File: config.mk
export PLATFORM = sky130hd
export DESIGN_NAME = spi_word_target
export DESIGN_NICKNAME = d
export VERILOG_FILES = /design/src/rtl/spi_word_target.sv
export SDC_FILE = /design/constraint.sdc
export NUM_CORES = 1
export LEC_CHECK = 0
export CORE_MARGIN = 2
export CORE_UTILIZATION = 46
export DETAILED_ROUTE_END_ITERATION = 6
export GPL_ROUTABILITY_DRIVEN = 0
export GPL_TIMING_DRIVEN = 1
export PLACE_DENSITY = 0.66
export SLEW_MARGIN = 40
export SYNTH_ARGS = -nofsm -noshare
export SYNTH_HDL_FRONTEND = slang
export SYNTH_SLANG_ARGS = --single-unit
export TNS_END_PERCENT = 100
File: constraint.sdc
create_clock -name clk -period 3.35 [get_ports clk]
set_clock_uncertainty 0.15 [all_clocks]
set_input_delay 0.67 -clock clk [delete_from_list [all_inputs] [get_ports clk]]
set_output_delay 0.67 -clock clk [all_outputs]
set_load 0.1 [all_outputs]
File: src/rtl/spi_word_target.sv
// SPI mode-0 word target: 8-bit command, 16-bit address, then 16-bit data words
// read from or written to a small register array with an auto-incrementing pointer.
module spi_word_target #(
    parameter int unsigned ADDR_BITS = 4
) (
    input  logic clk,
    input  logic rst,
    input  logic spi_cs,
    input  logic spi_clk,
    input  logic spi_mosi,
    output logic spi_miso,
    output logic xfer_done
);

    localparam int unsigned DEPTH = 1 << ADDR_BITS;
    localparam logic [ADDR_BITS-1:0] PTR_ONE = 1;

    typedef enum logic [2:0] {IDLE, CMD, ADDR, READ, WRITE, IGNORE} state_t;

    state_t                 state;
    logic                   sck_q;
    logic [6:0]             cmd_sr;
    logic                   is_read;
    logic [ADDR_BITS-1:0]   addr_sr;
    logic [ADDR_BITS-1:0]   ptr;
    logic [14:0]            shreg;
    logic [3:0]             bitcnt;
    logic [3:0]             rdbit;
    logic [15:0]            mem [DEPTH];

    logic                   rise;
    logic                   fall;
    logic [7:0]             cmd_next;
    logic [ADDR_BITS-1:0]   addr_next;

    always_comb begin
        rise      = spi_clk && !sck_q && !spi_cs;
        fall      = !spi_clk && sck_q && !spi_cs;
        cmd_next  = {cmd_sr, spi_mosi};
        // Only the low address bits are kept; upper bits shift straight out.
        addr_next = {addr_sr[ADDR_BITS-2:0], spi_mosi};
    end

    always_ff @(posedge clk) begin
        if (rst) begin
            state     <= IDLE;
            sck_q     <= 1'b0;
            cmd_sr    <= '0;
            is_read   <= 1'b0;
            addr_sr   <= '0;
            ptr       <= '0;
            shreg     <= '0;
            bitcnt    <= '0;
            rdbit     <= '0;
            spi_miso  <= 1'b0;
            xfer_done <= 1'b0;
            for (int unsigned i = 0; i < DEPTH; i++) begin
                mem[i[ADDR_BITS-1:0]] <= '0;
            end
        end else begin
            sck_q     <= spi_clk;
            xfer_done <= 1'b0;
            if (spi_cs) begin
                state     <= IDLE;
                spi_miso  <= 1'b0;
                xfer_done <= (state == READ) || (state == WRITE);
            end else begin
                case (state)
                    IDLE: begin
                        // A rise in the select cycle is already command bit 7.
                        state    <= CMD;
                        spi_miso <= 1'b0;
                        rdbit    <= '0;
                        if (rise) begin
                            cmd_sr <= cmd_next[6:0];
                            bitcnt <= 4'd1;
                        end else begin
                            bitcnt <= '0;
                        end
                    end
                    CMD: begin
                        spi_miso <= 1'b0;
                        if (rise) begin
                            cmd_sr <= cmd_next[6:0];
                            bitcnt <= bitcnt + 4'd1;
                            if (bitcnt == 4'd7) begin
                                bitcnt  <= '0;
                                is_read <= (cmd_next == 8'h03);
                                if (cmd_next == 8'h03 || cmd_next == 8'h02) begin
                                    state <= ADDR;
                                end else begin
                                    state <= IGNORE;
                                end
                            end
                        end
                    end
                    ADDR: begin
                        spi_miso <= 1'b0;
                        if (rise) begin
                            addr_sr <= addr_next;
                            bitcnt  <= bitcnt + 4'd1;
                            if (bitcnt == 4'd15) begin
                                bitcnt <= '0;
                                ptr    <= addr_next;
                                state  <= is_read ? READ : WRITE;
                            end
                        end
                    end
                    READ: begin
                        if (fall) begin
                            spi_miso <= mem[ptr][4'd15 - rdbit];
                            rdbit    <= rdbit + 4'd1;
                            if (rdbit == 4'd15) begin
                                ptr <= ptr + PTR_ONE;
                            end
                        end
                    end
                    WRITE: begin
                        spi_miso <= 1'b0;
                        if (rise) begin
                            shreg  <= {shreg[13:0], spi_mosi};
                            bitcnt <= bitcnt + 4'd1;
                            if (bitcnt == 4'd15) begin
                                mem[ptr] <= {shreg, spi_mosi};
                                ptr      <= ptr + PTR_ONE;
                            end
                        end
                    end
                    IGNORE: begin
                        spi_miso <= 1'b0;
                    end
                    default: begin
                        state    <= IDLE;
                        spi_miso <= 1'b0;
                    end
                endcase
            end
        end
    end

endmodule
==> impl_metrics.py <==
metrics = {
    "power_and_ir_drop": {
        "p_sw_frac": 0.2076,
        "seqPwrFrac": 0.542,
        "p_sw_w": 0.001647,
        "power_density_nw_per_um2": 493.6,
        "p_int_w": 0.006286,
        "p_clk_frac": 0.422,
        "combinationalPowerShare": 0.035,
        "irDropWorstVdd_v": 0.0003683,
        "p_leak_nw": 5.509,
    },
    "clocking": {
        "postCtsSetupBuffers": 0,
        "clk_latency_ns": 0.56,
        "tritoncts": "built",
        "root_buffer": "clkbuf_16",
        "path_clk_slew_ns": 0.06,
        "post_cts_resized": 0,
        "cts.sinks": 304,
        "numCtsBuffers": 31,
        "cts_buffer_depth": 3,
        "htreeDepth": 1,
        "cts_hold_buf": 0,
    },
    "final_layout": {
        "fillCellCount": 2520,
        "post_layout_nonfiller_instances": 1487,
        "final_area_um2": 16070,
        "drive_above_1_share": 0.1842,
        "antenna_cells": 0,
        "multiInputGateArea_um2": 5249,
        "area_delta_synth_final_pct": 11.99,
        "ff_latch_area_um2": 8661,
        "nNetsFinal": 1077,
    },
    "route": {
        "drc": 0,
        "wl_um": 33270,
        "vias": 8253,
        "via_per_inst": 5.550,
        "routedWlPerCell_um": 22.37,
        "drtIter0Drc": 759,
        "ant_nets": 0,
        "drtPass1Iterations": 6,
    },
    "job": {
        "cap_violations": 0,
    },
    "timing": {
        "min_period_over_period": 0.9074,
        "fin_hold_ws_ns": 0.3306,
        "fin_setup_tns_ns": 0,
        "grt_setup_unrepaired": "no",
        "maxSlewHeadroom": 0.4384,
        "slew_violations": 0,
        "setup_violations": 0,
        "hold_viol_final": 0,
        "max_slew.worst_pin.slew_ns": 0.8413,
        "fmax_mhz": 329.0,
        "setup_ws_ns": 0.3102,
        "min_period_ns": 3.040,
    },
    "yosys": {
        "synth.cell_area_um2": 14350,
        "synth_cell_types": 68,
        "ys_seq_area_frac": 0.6026,
        "synth_area_leaders": "edfxtp_1 (54%), and2_1 (11%), dfxtp_1 (6.7%)",
        "ys_top_cells_by_count": "and2_1 (260), edfxtp_1 (256), nand2_1 (54)",
        "synthesis.nets": 1058,
        "synth_top_area_frac": 0.5357,
        "synth.most_common_cell": "and2_1",
        "ys_ff_latch": 304,
        "async_reset_ff_frac": 0,
        "synth-edff-count": 256,
        "syn_inst": 1047,
        "synth_largest_area_cell": "edfxtp_1",
        "synth_ff_type": "edfxtp_1",
        "yosysWarnings": 0,
        "syn_area_per_cell_um2": 13.71,
    },
    "floorplanning": {
        "ioPinCount": 7,
        "core_um2": 30670,
        "initial_core_util": 0.4679,
        "fp.dieH_um": 180.6,
        "rows": 64,
        "dieWidth_um": 180.6,
        "dieArea_um2": 32630,
    },
    "critical_path": {
        "start_kind": "flop",
        "cp-end-kind": "flop",
        "crit_type": "reg2reg",
        "arrival_ns": 3.31,
        "crit_fanout": 19,
        "worstPathRequired_ns": 3.63,
        "timing.rr.end": "spi_miso",
        "reg2regPathDepth": 8,
        "rrSetupSlack_ns": 0.31,
    },
    "global_route": {
        "grt_usage": 0.2061,
        "grt_pass1_wl_um": 50630,
        "grt_max_degree": 62,
        "grt_pass1_vias": 8294,
        "antenna_found_initial": 1,
        "overflow": 0,
    },
    "placement": {
        "post-dp-hpwl_um": 21780,
        "place_ws_ns": 0.009197,
        "place_inst": 1429,
        "placed_area_um2": 15080,
        "io_buffers": 6,
    },
    "worst_hold_path": {
        "min_from": "bitcnt[1]",
        "min_to": "bitcnt[1]",
        "hold_path_class": "reg2reg",
        "hold-path-cell-count": 2,
    },
    "run_status": {
        "status": "finished clean",
    },
}
-- critical path, stage by stage, from the launching register on --
cell,delay [ns]
dfxtp_4,0.59
buf_4,0.27
mux4_2,0.56
a22oi_1,0.45
nand2_1,0.10
a22oi_1,0.18
nand3_1,0.10
a31oi_1,0.37
a21oi_1,0.11
-- per-layer routing --
metal	vias to the layer above	GRT usage	wire length (µm)
met1	4097	0.2890	14630
met5	-	0	0
met3	53	0.02587	1741
met4	0	0.06161	897
met2	232	0.3383	16010
li1	3871	-	-
-- registers in the layout (all words and copies together), names as in the netlist, 3 cells and up, named ones only --
name / count
mem: 256
shreg: 15
cmd_sr: 7
bitcnt: 4
ptr: 4
rdbit: 4
addr_sr: 3
state: 3
-- kinds of logic after synthesis --
family | Yosys count | synth area share
adder cells (fa/ha/maj) | 7 | 0.005928
buffers and inverters | 85 | 0.03191
flip-flops | 304 | 0.6026
AND/OR/NAND/NOR | 447 | 0.1904
multiplexers | 93 | 0.1165
XOR/XNOR | 2 | 0.001221
AO/OA/AOI/OAI | 109 | 0.05144
-- power by group through the flow --
stage / Clock (W) / Combinational, W / Sequential (W)
2_1_floorplan: 0 / 0.000171 / 0.00435
3_3_place_gp: 0 / 0.000278 / 0.00437
3_5_place_dp: 0 / 0.000281 / 0.00438
4_1_cts: 0.00341 / 0.000283 / 0.00430
5_1_grt: 0.00356 / 0.000301 / 0.00432
6_report: 0.00335 / 0.000281 / 0.00430
-- layout by cell type, fill, tap and decap left out, types with 5 or more instances in the layout --
master       n
nand2b_1     8
and2_1     260
inv_1        9
a31oi_1     10
nor2b_1     11
buf_4       44
mux2i_1     32
mux2_2      10
nor2_1      35
o21ai_0     11
nand3_1     10
dfxtp_1     40
nor3_1       7
clkbuf_16   31
or2_2       19
nor2_4      12
buf_12      14
dfxtp_2      7
ha_1         6
clkinv_1    10
mux4_1      24
nand2_1     54
mux4_2      27
a211oi_1     7
nor3b_1      5
a21oi_1     32
edfxtp_1   256
a22oi_1     21
-- metrics by stage --
stage,power [W],utilization
finish,0.007933,0.5240
global route,0.008179,0.5240
CTS,0.007998,0.5237
detailed placement,0.004664,0.4916
global placement,0.004653,0.4915
floorplan,0.004521,-
-- worst max-delay path by stage --
stage	startpoint	endpoint	slack, ns	cells after the start
after floorplan	spi_cs	mem[3][0]	0.48	7
after global placement	spi_clk	mem[2][8]	0.03	7
final	flop	spi_miso	0.31	8
after CTS	flop	spi_miso	0.35	9
after global routing	flop	spi_miso	0.18	9
after detailed placement	spi_clk	mem[2][13]	0.009	7
-- layout make-up --
cell class,count,area share
clock inverter,23,0.01222
tap,396,0.03083
sequential,304,0.5389
timing repair buffer,62,0.04017
multi-input combinational,658,0.3266
clock buffer,35,0.04920
inverter,9,0.002102
Note: power is estimated with default switching activity, not from simulation.
